**config.mk**
```make
export PLATFORM = sky130hd
export DESIGN_NAME = regfile_param_flat
export DESIGN_NICKNAME = d
export VERILOG_FILES = /design/src/rtl/regfile_param_if.sv /design/src/rtl/regfile_param.sv /design/src/flat_wrapper.sv
export SDC_FILE = /design/constraint.sdc
export NUM_CORES = 1
export LEC_CHECK = 0
export ABC_AREA = 1
export CELL_PAD_IN_SITES_DETAIL_PLACEMENT = 1
export CELL_PAD_IN_SITES_GLOBAL_PLACEMENT = 2
export CORE_MARGIN = 10
export CORE_UTILIZATION = 28
export DETAILED_ROUTE_END_ITERATION = 8
export PLACE_DENSITY_LB_ADDON = 0.1
export SLEW_MARGIN = 20
export SYNTH_ARGS = -nofsm -noshare
export SYNTH_HDL_FRONTEND = slang
export SYNTH_SLANG_ARGS = --single-unit
export TNS_END_PERCENT = 20
```
**constraint.sdc**
```tcl
create_clock -name clk -period 1.86 [get_ports clk]
set_clock_uncertainty 0.2 [all_clocks]
set_input_delay 0.372 -clock clk [delete_from_list [all_inputs] [get_ports clk]]
set_output_delay 0.372 -clock clk [all_outputs]
set_load 0.02 [all_outputs]
```
**src/rtl/regfile_param_if.sv**
```systemverilog
// rtl/regfile_param_if.sv - bus bundle for the parametrised register file
// Signals:
//   D, WA, WE      write data / address / enable
//   RAA, RAE       port A read address / enable
//   RBA, RBE       port B read address / enable
//   clr            request clear of the whole array
//   portA, portB   registered read data
//   busy           clear engine active
// Modports: master drives requests and sees read data; slave is the register file.
interface regfile_param_if #(
  parameter int WIDTH = 8,
  parameter int AW    = 2
);
  logic [WIDTH-1:0] D;
  logic [AW-1:0]    WA;
  logic             WE;
  logic [AW-1:0]    RAA;
  logic [AW-1:0]    RBA;
  logic             RAE;
  logic             RBE;
  logic             clr;
  logic [WIDTH-1:0] portA;
  logic [WIDTH-1:0] portB;
  logic             busy;

  modport master (
    output D, WA, WE, RAA, RBA, RAE, RBE, clr,
    input  portA, portB, busy
  );

  modport slave (
    input  D, WA, WE, RAA, RBA, RAE, RBE, clr,
    output portA, portB, busy
  );
endinterface

```
**src/rtl/regfile_param.sv**
```systemverilog
// rtl/regfile_param.sv - two-read/one-write register file with bypass and clear engine
// Ports:
//   clk   rising-edge clock
//   rst   synchronous active-high reset
//   bus   regfile_param_if.slave: D/WA/WE write, RAA/RAE and RBA/RBE reads,
//         clr request, portA/portB registered read data, busy
// Parameters: WIDTH data width, DEPTH entries (power of two), AW derived,
//             ZERO_REG=1 hard-wires entry 0 to zero.
module regfile_param #(
  parameter int WIDTH    = 8,
  parameter int DEPTH    = 4,
  parameter int AW       = $clog2(DEPTH),
  parameter int ZERO_REG = 0
) (
  input  logic            clk,
  input  logic            rst,
  regfile_param_if.slave  bus
);

  typedef enum logic {IDLE, CLEAR} state_t;

  state_t           state, state_nx;
  logic [AW-1:0]    cnt, cnt_nx;
  logic [WIDTH-1:0] mem [DEPTH];
  logic [WIDTH-1:0] porta_q, portb_q;
  logic [WIDTH-1:0] rda_nx, rdb_nx;
  logic             wr_en;
  logic             zero_en;

  // Clear sequencer: one entry per cycle, counter wraps to 0 on the last one.
  always_comb begin
    state_nx = state;
    cnt_nx   = cnt;
    case (state)
      IDLE: begin
        if (bus.clr) begin
          state_nx = CLEAR;
          cnt_nx   = '0;
        end
      end
      CLEAR: begin
        cnt_nx = cnt + AW'(1);
        if (cnt == AW'(DEPTH - 1)) state_nx = IDLE;
      end
      default: state_nx = IDLE;
    endcase
  end

  // A write is dropped while clearing and on the clr request cycle itself.
  always_comb begin
    wr_en   = bus.WE && (state == IDLE) && !bus.clr &&
              !((ZERO_REG != 0) && (bus.WA == '0));
    zero_en = (state == CLEAR);
  end

  // Read data reflects the array as it will be after this edge.
  always_comb begin
    rda_nx = '0;
    if (bus.RAE) begin
      if ((ZERO_REG != 0) && (bus.RAA == '0)) rda_nx = '0;
      else if (wr_en && (bus.WA == bus.RAA))  rda_nx = bus.D;
      else if (zero_en && (cnt == bus.RAA))   rda_nx = '0;
      else                                    rda_nx = mem[bus.RAA];
    end
  end

  always_comb begin
    rdb_nx = '0;
    if (bus.RBE) begin
      if ((ZERO_REG != 0) && (bus.RBA == '0)) rdb_nx = '0;
      else if (wr_en && (bus.WA == bus.RBA))  rdb_nx = bus.D;
      else if (zero_en && (cnt == bus.RBA))   rdb_nx = '0;
      else                                    rdb_nx = mem[bus.RBA];
    end
  end

  always_ff @(posedge clk) begin
    if (rst) begin
      state   <= IDLE;
      cnt     <= '0;
      porta_q <= '0;
      portb_q <= '0;
      for (int i = 0; i < DEPTH; i++) mem[i] <= '0;
    end else begin
      state   <= state_nx;
      cnt     <= cnt_nx;
      porta_q <= rda_nx;
      portb_q <= rdb_nx;
      if (wr_en)   mem[bus.WA] <= bus.D;
      if (zero_en) mem[cnt]    <= '0;
    end
  end

  assign bus.portA = porta_q;
  assign bus.portB = portb_q;
  assign bus.busy  = (state == CLEAR);

endmodule

```
**src/flat_wrapper.sv**
```systemverilog
// flat-port wrapper written by rule: the top's interface ports become plain ports
module regfile_param_flat 
#(
  parameter int WIDTH    = 8,
  parameter int DEPTH    = 4,
  parameter int AW       = $clog2(DEPTH),
  parameter int ZERO_REG = 0
)
  (clk, rst, bus_D, bus_WA, bus_WE, bus_RAA, bus_RBA, bus_RAE, bus_RBE, bus_clr, bus_portA, bus_portB, bus_busy);
  regfile_param_if #(.WIDTH(WIDTH), .AW(AW)) bus_i ();
  input  logic clk;
  input  logic rst;
  input wire logic [$bits(bus_i.D)-1:0] bus_D;
  input wire logic [$bits(bus_i.WA)-1:0] bus_WA;
  input wire logic [$bits(bus_i.WE)-1:0] bus_WE;
  input wire logic [$bits(bus_i.RAA)-1:0] bus_RAA;
  input wire logic [$bits(bus_i.RBA)-1:0] bus_RBA;
  input wire logic [$bits(bus_i.RAE)-1:0] bus_RAE;
  input wire logic [$bits(bus_i.RBE)-1:0] bus_RBE;
  input wire logic [$bits(bus_i.clr)-1:0] bus_clr;
  output wire logic [$bits(bus_i.portA)-1:0] bus_portA;
  output wire logic [$bits(bus_i.portB)-1:0] bus_portB;
  output wire logic [$bits(bus_i.busy)-1:0] bus_busy;
  assign bus_i.D = bus_D;
  assign bus_i.WA = bus_WA;
  assign bus_i.WE = bus_WE;
  assign bus_i.RAA = bus_RAA;
  assign bus_i.RBA = bus_RBA;
  assign bus_i.RAE = bus_RAE;
  assign bus_i.RBE = bus_RBE;
  assign bus_i.clr = bus_clr;
  assign bus_portA = bus_i.portA;
  assign bus_portB = bus_i.portB;
  assign bus_busy = bus_i.busy;
  regfile_param #(.WIDTH(WIDTH), .DEPTH(DEPTH), .AW(AW), .ZERO_REG(ZERO_REG)) u_core (.clk(clk), .rst(rst), .bus(bus_i));
endmodule
```
-- Word-level counts from Yosys, hierarchy flattened
Memories as Yosys holds them, arrays and structs flattened. A register that Yosys moved wholly into a read port is not among the register bits.
Index checks and enable logic that the tools add are counted.
- bits in registers: 3
- RAM bits: 32
- input bits: 20
- output and inout port bits: 17
- logic and storage cells: 35
- memories: 1
- add/sub/neg operators: 1
- eq/ne operators: 2
- multiplexer cells: 19
- bitwise gates (word level): 3
- reductions and logical operators: 7
- memories (memory ; words ; bits a word ; rd ports ; clocked after Yosys merged registers in ; write ports ; RTL line ; RTL):
    u_core.mem ; 4 ; 8 ; 2 ; 2 ; 4 ; regfile_param.sv:24 ; logic [WIDTH-1:0] mem [DEPTH];
- operators with widths (operator ; number):
    $mux 8 ; 2
    $reduce_or 8->1 ; 2
    $mux 1 ; 12
    $mux 2 ; 3
    $pmux 2 s2 ; 1
    $reduce_or 2->1 ; 2
    $not 1->1 ; 3
    $add 2x1->2 const B ; 1
    $eq 2x2->1 const B ; 1
    $logic_and 1x1->1 ; 2
    $ne 2x2->1 const B ; 1
    $pmux 1 s2 ; 1
    $logic_not 1->1 ; 1

-- Logic depth before layout (Yosys ltp)
Gate-level depths: netlist of run 1.
- depth after elaboration: 9
- mapped depth: 11
- mapped depth without buffers: 10

-- Worst setup path before layout of run 1
Ideal clock, no wire load.
- kind: reg2reg
- start point: register u_core.state, in the netlist u_core.bus.busy
- end point: memory u_core.mem[2][0], enable pin
- setup time: 0.329 ns
- arrival: 1.391 ns
- required time: 1.331 ns
- slack: -0.060 ns
- stages on the path, launching flop included: 7
- path buffers: 0
- period minus slack after synthesis: 1.920 ns
- cells stage by stage: dfxtp_1 > inv_2 > nor2_4 > nand2_1 > nand2_2 > nand3_1 > nand2_1
- RTL lines (element ; RTL line ; RTL):
    start: declaration ; regfile_param.sv:22 ; state_t state, state_nx;
    start signal: assignment ; regfile_param.sv:85 ; state <= state_nx;
    end: declaration ; regfile_param.sv:24 ;

-- Worst setup path after layout of run 1
- start point: register u_core.portb_q[1], in the netlist u_core.bus.portB[1] (read register of u_core.mem)
- end point: output port bus_portB[1]
- RTL lines (element ; RTL line ; RTL):
    start: declaration ; regfile_param.sv:25 ; logic [WIDTH-1:0] porta_q, portb_q;
    end: declaration ; flat_wrapper.sv:22 ; output wire logic [$bits(bus_i.portB)-1:0] bus_portB;
No word-level cell between the ends.

==> results_dict.tcl, run 1 <==
set metrics [dict create \
    syn_area_per_cell_sq_um 7.90 \
    grt_pass1_vias 2474 \
    synth.distinct_cells 23 \
    finalNetCount 418 \
    dpl.hpwl_mm 6.31 \
    worst-slew-pin-transition_ns 0.533 \
    path_class "reg2out" \
    cp.required_ns 1.29 \
    layout-drive-gt1-share_pct 18.8 \
    drtPass1Iterations 4 \
    num_vias 2370 \
    drt_iter0_markers 39 \
    clk_latency_ns 0.30 \
    cp_slowest_stage_delay_ns 0.60 \
    coreArea_sq_mm 0.00911 \
    ys_seq_area_share_pct 51.8 \
    hold_path.class "in2reg" \
    final_cells 509 \
    synth_seq_cells 51 \
    ant_nets 0 \
    grt_pass1_wl_mm 12.5 \
    worstSetupEndpointType "primary output" \
    cts_tree "done" \
    crit_chain "clkdlybuf4s50_1" \
    antenna_found_initial 0 \
    nFillCells 1090 \
    p_leak_nw 1.63 \
    slew_headroom_pct 64.3 \
    ios 37 \
    powerDensity_mw_per_mm2 701 \
    crit_fanout 1 \
    hold_viol 0 \
    drc 0 \
    place_area_sq_mm 0.00334 \
    die_w_um 116 \
    finalSetupViolations 0 \
    cts-htree-levels 2 \
    rows 35 \
    grt_start_max_net_pins 24 \
    start_util_pct 28.4 \
    cts.clk_slew.worst_paths_ns 0.09 \
    globalRouteOverflowTotal 0 \
    maxCapViolCount 0 \
    cts_inserted_buffers 5 \
    gp_congestion 0.743 \
    area_delta_synth_final_pct 38.0 \
    dp_cells 497 \
    grt_usage_pct 12.0 \
    die_h_um 116 \
    die_area_sq_mm 0.0135 \
    status "completed" \
    post-route-min-period_ns 1.80 \
    worst_path_max_delay_cell "clkdlybuf4s50_1" \
    io_buffers 36 \
    vias_per_cell 4.66 \
    startpoint_type "flop" \
    yosys_warnings 0 \
    finalInstanceArea_sq_mm 0.00358 \
    clock_sinks 51 \
    synth_fp_nets 349 \
    drv_slew 0 \
    ir_worst_vdd_v 0.000228 \
    hold_buffers 0 \
    cp.arrival_ns 1.23 \
    cts_root_buffer "clkbuf_8" \
    antenna_cells 0 \
    drt_wl_total_mm 8.01 \
    clockBufferDepth 2 \
    synth_area_sq_mm 0.00259 \
    finalCritPeriodShare_pct 96.9 \
    crit_family "buffers and inverters" \
    synthCells 328 \
    wl_per_cell_um 15.7 \
    worst-path-buf-inv 1 \
    timing.fmax_ghz 0.555 \
]
-- sequential cells by signal (all words and copies together) (netlist names) --
register and count:
u_core.cnt 2, u_core.bus.busy 1, u_core.mem 32, u_core.bus.portA 8, u_core.bus.portB 8
-- synth_stat cells --
cell type	n	share of area, %
a211oi_1	1	0.29
a21oi_1	32	6.2
buf_2	2	0.39
buf_6	1	0.43
clkbuf_1	6	0.87
clkinv_1	2	0.29
dfxtp_1	19	15
edfxtp_1	32	37
ha_1	1	0.48
inv_1	40	5.8
inv_2	4	0.58
nand2_1	63	9.1
nand2_2	6	1.4
nand3_1	9	1.7
nand3_2	1	0.39
nand3_4	1	0.68
nand4_1	5	1.2
nand4_2	1	0.48
nand4_4	1	0.82
nor2_1	62	9.0
nor2_2	1	0.24
nor2_4	2	0.87
o21ai_0	36	7.0
-- report_power, final --
| group | switching [mW] | total [mW] | internal [mW] |
|---|---|---|---|
| Clock | 0.372 | 0.636 | 0.264 |
| Combinational | 0.334 | 0.574 | 0.240 |
| Sequential | 0.0248 | 1.30 | 1.27 |
| Total | 0.731 | 2.51 | 1.78 |
-- placed cells by master, fill, tap and decap left out, types with 10 or more instances in the layout --
cell and instances:
nand2_2 10, dfxtp_1 18, inv_1 40, buf_4 27, clkdlybuf4s50_1 29, o21ai_0 36
edfxtp_1 32, nor2_1 59, nand2_1 54, a21oi_1 32
-- layout make-up --
cell class                      count  area, sq um  area share, %
Clock buffer                        6         72.6           2.03
Clock inverter                      2         12.5          0.350
Inverter                           46          173           4.83
Multi-Input combinational cell    223         1140           31.9
Sequential cell                    51         1340           37.5
Tap cell                          111          139           3.88
Timing Repair Buffer               70          696           19.4
-- path summary, 6_finish.rpt --
kind,startpoint,end,slack (ns),cells past startpoint
worst min register to register,u_core.bus.busy$_SDFF_PP0_,u_core.bus.busy$_SDFF_PP0_,0.32,1
worst max-delay path,u_core.bus.portB[1]$_SDFF_PP0_,bus_portB[1],0.06,1
worst max register to register,u_core.bus.busy$_SDFF_PP0_,u_core.bus.portB[6]$_SDFF_PP0_,0.14,9
worst min-delay path,bus_clr,u_core.cnt[0]$_SDFFE_PP0P_,0.28,4
-- timing repair --
action,in CTS,in global routing
setup endpoints to repair,54,54
buffers inserted,1,2
gates cloned,0,1
resized for setup,4,29
pin swaps,0,6
-- worst reg2reg max path: cells and delay by family, from the launching register on --
kind / cells / cell delay, ns
AND/OR/NAND/NOR: 8 / 0.96
flip-flops: 1 / 0.40
buffers and inverters: 1 / 0.06
-- per-layer routing --
layer  share of wire [%]  up-vias  global-route usage [%]
met4                0.74        0                    2.75
met3                 3.0        5                    2.26
li1                    -     1204                       -
met2                  53       33                    22.7
met5                   0        -                       0
met1                  43     1128                    13.4
-- cells by family (layout without fill, tap and decap cells) --
family | Yosys count | in the layout | share of synthesized area (%)
DFF | 51 | 51 | 51.8
and+or+nand+nor | 152 | 153 | 26.0
AOI/OAI and AO/OA | 69 | 69 | 13.4
adders and majority gates | 1 | 1 | 0.483
buffers and inverters | 55 | 124 | 8.35
-- stage by stage --
step	setup slack [ns]	setup TNS [ns]	power [mW]	util, %	hold slack (ns)
floorplan	-0.0481	-0.604	1.60	-	0.250
global placement	-0.390	-25.77	1.86	36.7	0.301
detailed placement	-0.434	-28.88	1.87	36.7	0.299
CTS	-0.0431	-0.0657	2.51	37.8	0.319
global route	-0.00295	-0.00347	2.66	39.3	0.307
finish	0.0586	0	2.51	39.3	0.284
Note: power is estimated with default switching activity, not from simulation.
==> inputs of run 2 (changes only) <==
--- a/config.mk
+++ b/config.mk
@@ -12,6 +12,7 @@
 export CORE_UTILIZATION = 28
 export DETAILED_ROUTE_END_ITERATION = 8
 export PLACE_DENSITY_LB_ADDON = 0.1
+export SKIP_LAST_GASP = 1
 export SLEW_MARGIN = 20
 export SYNTH_ARGS = -nofsm -noshare
 export SYNTH_HDL_FRONTEND = slang
==> results_dict.tcl, run 2 (synthesis results as in run 1) <==
set metrics [dict create \
    status "completed" \
    post-route-min-period_ns 1.81 \
    p_total_mw 2.51 \
    drt_iter0_markers 39 \
    cts_inserted_buffers 5 \
    worst_path_max_delay_cell "clkdlybuf4s50_1" \
    ir_worst_vdd_v 0.000228 \
    whs_path_depth 4 \
    grt_usage_pct 11.9 \
    worstSetupEndpointType "primary output" \
    worst-path-buf-inv 1 \
    cp-endpoint "bus_portB[6]" \
    grt_setup_unrepaired "yes" \
    cp_slowest_stage_delay_ns 0.60 \
    cp.required_ns 1.29 \
    reg2reg_depth 9 \
    grt_pass1_wl_mm 12.5 \
    swShare_pct 29.1 \
    ant_nets 0 \
    switchingPower_mw 0.731 \
    drt_wl_total_mm 8.01 \
    crit_cells 1 \
    die_area_sq_mm 0.0135 \
    finalSetupViolations 0 \
    p_leak_nw 1.58 \
    die_w_um 116 \
    grt_start_max_net_pins 24 \
    cts_root_buffer "clkbuf_8" \
    maxCapViolCount 0 \
    startpoint_type "flop" \
    p_seq_share_pct 51.8 \
    drtPass1Iterations 4 \
    clk_latency_ns 0.30 \
    clock_sinks 51 \
    area_delta_synth_final_pct 37.8 \
    hold_viol 0 \
    cts.clk_slew.worst_paths_ns 0.09 \
    p_comb_share_pct 22.9 \
    powerDensity_mw_per_mm2 703 \
    dp_cells 497 \
    timing.fmax_ghz 0.553 \
    r2r-end "u_core.bus.portB[6]$_SDFF_PP0_" \
    worst_hold_slack_ns 0.284 \
    setup.worst_path.start "u_core.bus.portB[6]$_SDFF_PP0_" \
    wl_per_cell_um 15.7 \
    post-route-util_pct 39.2 \
    r2r_start "u_core.bus.busy$_SDFF_PP0_" \
    ios 37 \
    hold_buffers 0 \
    layout_commonest_cell "nor2_1" \
    dpl.hpwl_mm 6.31 \
    die_h_um 116 \
    dp_slack_ns -0.434 \
    largest_register_ff_count 32 \
    crit_chain "clkdlybuf4s50_1" \
    io_buffers 36 \
    vias_per_cell 4.66 \
    worst-slew-pin-transition_ns 0.533 \
    layout_common_cells "59 x nor2_1, 54 x nand2_1, 40 x inv_1" \
    num_vias 2372 \
    antenna_cells 0 \
    p_int_mw 1.78 \
    grt_pass1_vias 2473 \
    coreArea_sq_mm 0.00911 \
    start_util_pct 28.4 \
    drv_slew 0 \
    gp_congestion 0.743 \
    cp.arrival_ns 1.24 \
    crit_family "buffers and inverters" \
    final_cells 509 \
    layout-drive-gt1-share_pct 18.8 \
    hold_path.class "in2reg" \
    finalNetCount 418 \
    cts_tree "done" \
    crit_fanout 1 \
    antenna_found_initial 0 \
    clockBufferDepth 2 \
    rows 35 \
    worst-r2r-setup-slack_ns 0.14 \
    slew_headroom_pct 64.3 \
    finalCritPeriodShare_pct 97.3 \
    path_class "reg2out" \
    globalRouteOverflowTotal 0 \
    drc 0 \
    setup_ws_ns 0.0510 \
    cts-htree-levels 2 \
    top_register "u_core.mem" \
    p_clk_share_pct 25.3 \
]
==> run 2: power by group through the flow <==
stage / sequential [mW] / combinational (mW) / clock [mW]
6_report: 1.30 / 0.575 / 0.636
5_1_grt: 1.31 / 0.643 / 0.709
4_1_cts: 1.30 / 0.549 / 0.665
3_5_place_dp: 1.33 / 0.546 / 0
3_3_place_gp: 1.32 / 0.540 / 0
2_1_floorplan: 1.35 / 0.256 / 0
==> run 2: metal layers <==
metal	track usage, %	wire length (um)	up-vias
met2	22.7	4280	33
met5	0	0	-
li1	-	-	1204
met4	2.75	59	0
met3	2.26	239	5
met1	13.3	3430	1130
==> run 2: layout make-up <==
class                   instances  area, sq um
fillers                      1090         5540
inverters                      46          173
multi-input cells             223         1140
flip-flops and latches         51         1340
clock inverters                 2         12.5
clock buffers                   6         72.6
well taps                     111          139
repair buffers                 70          688
==> run 2: repair_timing <==
item	CTS	global route
setup endpoints to repair	54	54
resized for setup	3	27
pin swaps	0	6
gates cloned	0	1
setup buffers	1	2
==> run 2: worst min-delay path by stage <==
stage                               startpoint                    endpoint  slack [ns]
floorplan                                  rst  u_core.bus.busy$_SDFF_PP0_        0.25
global placement    u_core.cnt[0]$_SDFFE_PP0P_  u_core.cnt[0]$_SDFFE_PP0P_        0.30
detailed placement  u_core.cnt[0]$_SDFFE_PP0P_  u_core.cnt[0]$_SDFFE_PP0P_        0.30
CTS                 u_core.cnt[0]$_SDFFE_PP0P_  u_core.cnt[0]$_SDFFE_PP0P_        0.32
global route                           bus_clr  u_core.cnt[1]$_SDFFE_PP0P_        0.31
finish                                 bus_clr  u_core.cnt[0]$_SDFFE_PP0P_        0.28
==> run 2: metrics by stage <==
step | cell area [sq um] | setup TNS, ns
after global routing | 3570 | -0.0341
after detailed placement | 3340 | -28.88
after CTS | 3440 | -0.116
after floorplan | 2590 | -0.604
after global placement | 3340 | -25.77
final | 3570 | 0
==> inputs of run 3 (changes only) <==
--- a/config.mk
+++ b/config.mk
@@ -5,11 +5,10 @@
 export SDC_FILE = /design/constraint.sdc
 export NUM_CORES = 1
 export LEC_CHECK = 0
-export ABC_AREA = 1
 export CELL_PAD_IN_SITES_DETAIL_PLACEMENT = 1
 export CELL_PAD_IN_SITES_GLOBAL_PLACEMENT = 2
 export CORE_MARGIN = 10
-export CORE_UTILIZATION = 28
+export CORE_UTILIZATION = 32
 export DETAILED_ROUTE_END_ITERATION = 8
 export PLACE_DENSITY_LB_ADDON = 0.1
 export SKIP_LAST_GASP = 1
==> results_dict.tcl, run 3 <==
set metrics [dict create \
    status "finished with violations" \
    violations "negative setup slack" \
    grt_pass1_wl_mm 9.95 \
    coreArea_sq_mm 0.00773 \
    clk_latency_ns 0.31 \
    worst_path_max_delay_cell "or4b_4" \
    yosys.area.top_type "edfxtp_1" \
    clockBufferDepth 2 \
    grt_pass1_vias 1805 \
    nFillCells 842 \
    min_to "u_core.cnt[0]$_SDFFE_PP0P_" \
    hold_viol 0 \
    wl_per_cell_um 16.3 \
    p_int_mw 1.77 \
    dpl.hpwl_mm 5.09 \
    gp_congestion 0.750 \
    drt_wl_total_mm 6.12 \
    finalCritPeriodShare_pct 112 \
    p_total_mw 2.37 \
    antenna_cells 0 \
    post_cts_buffers 0 \
    start_util_pct 33.0 \
    clock_sinks 51 \
    yosys-top-cells-area "edfxtp_1 38%, dfxtp_1 15%, mux4_2 14%, mux2i_1 6.3%, nor2_1 4.4%" \
    synth_seq_cells 51 \
    p_leak_nw 1.26 \
    cp.arrival_ns 2.11 \
    synth_top_area_share_pct 37.7 \
    final_cells 376 \
    whs_path_depth 2 \
    layout-drive-gt1-share_pct 24.1 \
    cp_slowest_stage_delay_ns 0.54 \
    synthCells 215 \
    p_clk_share_pct 27.2 \
    cts-htree-levels 2 \
    drt_iter0_markers 48 \
    startpoint_type "flop" \
    finalNetCount 294 \
    register_area_sq_mm 0.00135 \
    worst-slew-pin-transition_ns 0.426 \
    antenna_found_initial 0 \
    switchingPower_mw 0.604 \
    cts.clk_slew.worst_paths_ns 0.10 \
    area_delta_synth_final_pct 34.5 \
    worst_hold_slack_ns 0.389 \
    timing.fmax_ghz 0.481 \
    r2r_start "u_core.bus.busy$_SDFF_PP0_" \
    die_area_sq_mm 0.0119 \
    top_register "u_core.mem" \
    post-route-util_pct 44.3 \
    yosys_warnings 0 \
    layout_common_cells "32 x edfxtp_1, 31 x clkdlybuf4s50_1, 30 x nor2_1" \
    synth.most_common_cell "edfxtp_1" \
    largest_register_ff_count 32 \
    p_comb_share_pct 18.3 \
    hold_buffers 0 \
    finalSetupViolations 49 \
    synth-edff-count 32 \
    r2r-end "u_core.bus.portA[4]$_SDFF_PP0_" \
    worst-r2r-setup-slack_ns -0.22 \
    multi_input_area_sq_mm 0.00116 \
    slew_headroom_pct 71.3 \
    synthFlopType "edfxtp_1" \
    num_vias 1788 \
    drv_slew 0 \
    holdCritStartpoint "u_core.cnt[0]$_SDFFE_PP0P_" \
    p_seq_share_pct 54.5 \
    die_h_um 109 \
    globalRouteOverflowTotal 0 \
    post-route-min-period_ns 2.08 \
    ir_worst_vdd_v 0.000232 \
    crit_fanout 8 \
    grt_setup_unrepaired "yes" \
    cp.required_ns 1.89 \
    synth_area_sq_mm 0.00255 \
    io_buffers 36 \
    reg2reg_depth 5 \
    ios 37 \
    layout_commonest_cell "edfxtp_1" \
    grt_start_max_net_pins 18 \
    grt_usage_pct 10.6 \
    worstSetupEndpointType "flop" \
    synth_common_cells "32 x edfxtp_1, 30 x nor2_1, 25 x nand2_1" \
    vias_per_cell 4.76 \
    setup_ws_ns -0.218 \
    cts_inserted_buffers 5 \
    synth_fp_nets 236 \
    async_flop_share_pct 0 \
    ant_nets 0 \
    ys_seq_area_share_pct 52.7 \
    maxCapViolCount 0 \
    drtPass1Iterations 4 \
    drc 0 \
    cts_root_buffer "clkbuf_8" \
    synth.distinct_cells 26 \
    syn_area_per_cell_sq_um 11.8 \
    path_class "reg2reg" \
    cts_tree "done" \
    swShare_pct 25.5 \
    rows 32 \
    hold_path.class "reg2reg" \
    dp_cells 368 \
    die_w_um 109 \
    powerDensity_mw_per_mm2 692 \
    crit_chain "or4b_4 -> or3_4 -> a32oi_4 -> buf_12 -> mux2i_2" \
]
## run 3: logic make-up (layout without fill, tap and decap cells)
kind of cell | count (synthesis) | in the layout | synth area share (%)
AO/OA/AOI/OAI | 15 | 15 | 5.11
adder cells (fa/ha/maj) | 1 | 1 | 0.491
buffers and inverters | 24 | 83 | 3.59
flip-flops | 51 | 51 | 52.7
multiplexers | 32 | 32 | 20.4
AND/OR/NAND/NOR | 92 | 92 | 17.7
## run 3: worst max-delay path by stage
stage,start,endpoint,cells past startpoint
2_1_floorplan,bus_clr,u_core.bus.portA[0]$_SDFF_PP0_,4
3_3_place_gp,bus_clr,u_core.bus.portA[5]$_SDFF_PP0_,6
3_5_place_dp,bus_clr,u_core.bus.portA[5]$_SDFF_PP0_,6
4_1_cts,u_core.bus.busy$_SDFF_PP0_,u_core.bus.portA[5]$_SDFF_PP0_,5
5_1_grt,u_core.bus.busy$_SDFF_PP0_,u_core.bus.portB[7]$_SDFF_PP0_,5
6_report,u_core.bus.busy$_SDFF_PP0_,u_core.bus.portA[4]$_SDFF_PP0_,5
## run 3: power by group through the flow
stage / combinational, mW / sequential, mW / clock [mW]
after floorplan: 0.210 / 1.33 / 0
after global placement: 0.437 / 1.31 / 0
after detailed placement: 0.441 / 1.32 / 0
after CTS: 0.439 / 1.29 / 0.682
after global routing: 0.472 / 1.30 / 0.724
final: 0.434 / 1.29 / 0.644
## run 3: routing by layer
| layer | track usage, % | vias to the layer above | share of wire (%) |
|---|---|---|---|
| met5 | 0 | - | 0 |
| met4 | 2.23 | 0 | 0.83 |
| li1 | - | 894 | - |
| met3 | 2.89 | 5 | 5.5 |
| met2 | 15.3 | 35 | 41 |
| met1 | 15.6 | 854 | 52 |
## run 3: cell type report
type                       count  area share [%]
timing repair buffer          66            19.6
clock inverter                 2           0.475
inverter                       9           0.986
tap                          102            3.72
clock buffer                   6            2.12
multi-input combinational    140            33.9
sequential                    51            39.2
## run 3: critical path, delay by kind of cell, from the launching register on
| kind | cells | cell delay, ns |
|---|---|---|
| multiplexers | 1 | 0.19 |
| AO/OA/AOI/OAI | 1 | 0.20 |
| flip-flops | 1 | 0.35 |
| AND/OR/NAND/NOR | 2 | 0.90 |
| buffers and inverters | 1 | 0.16 |
## run 3: what timing repair did
item / CTS / global route
hold endpoints to repair: 0 / 0
gates resized for setup: 4 / 5
setup endpoints to repair: 81 / 84
pin swaps: 3 / 3
## run 3: metrics by stage
| step | instance area (sq um) | setup slack, ns | TNS (ns) |
|---|---|---|---|
| floorplan | 2590 | -0.226 | -7.48 |
| global placement | 3330 | -0.711 | -41.12 |
| detailed placement | 3330 | -0.706 | -41.82 |
| CTS | 3420 | -0.328 | -11.97 |
| global route | 3430 | -0.297 | -12.34 |
| finish | 3430 | -0.218 | -6.06 |
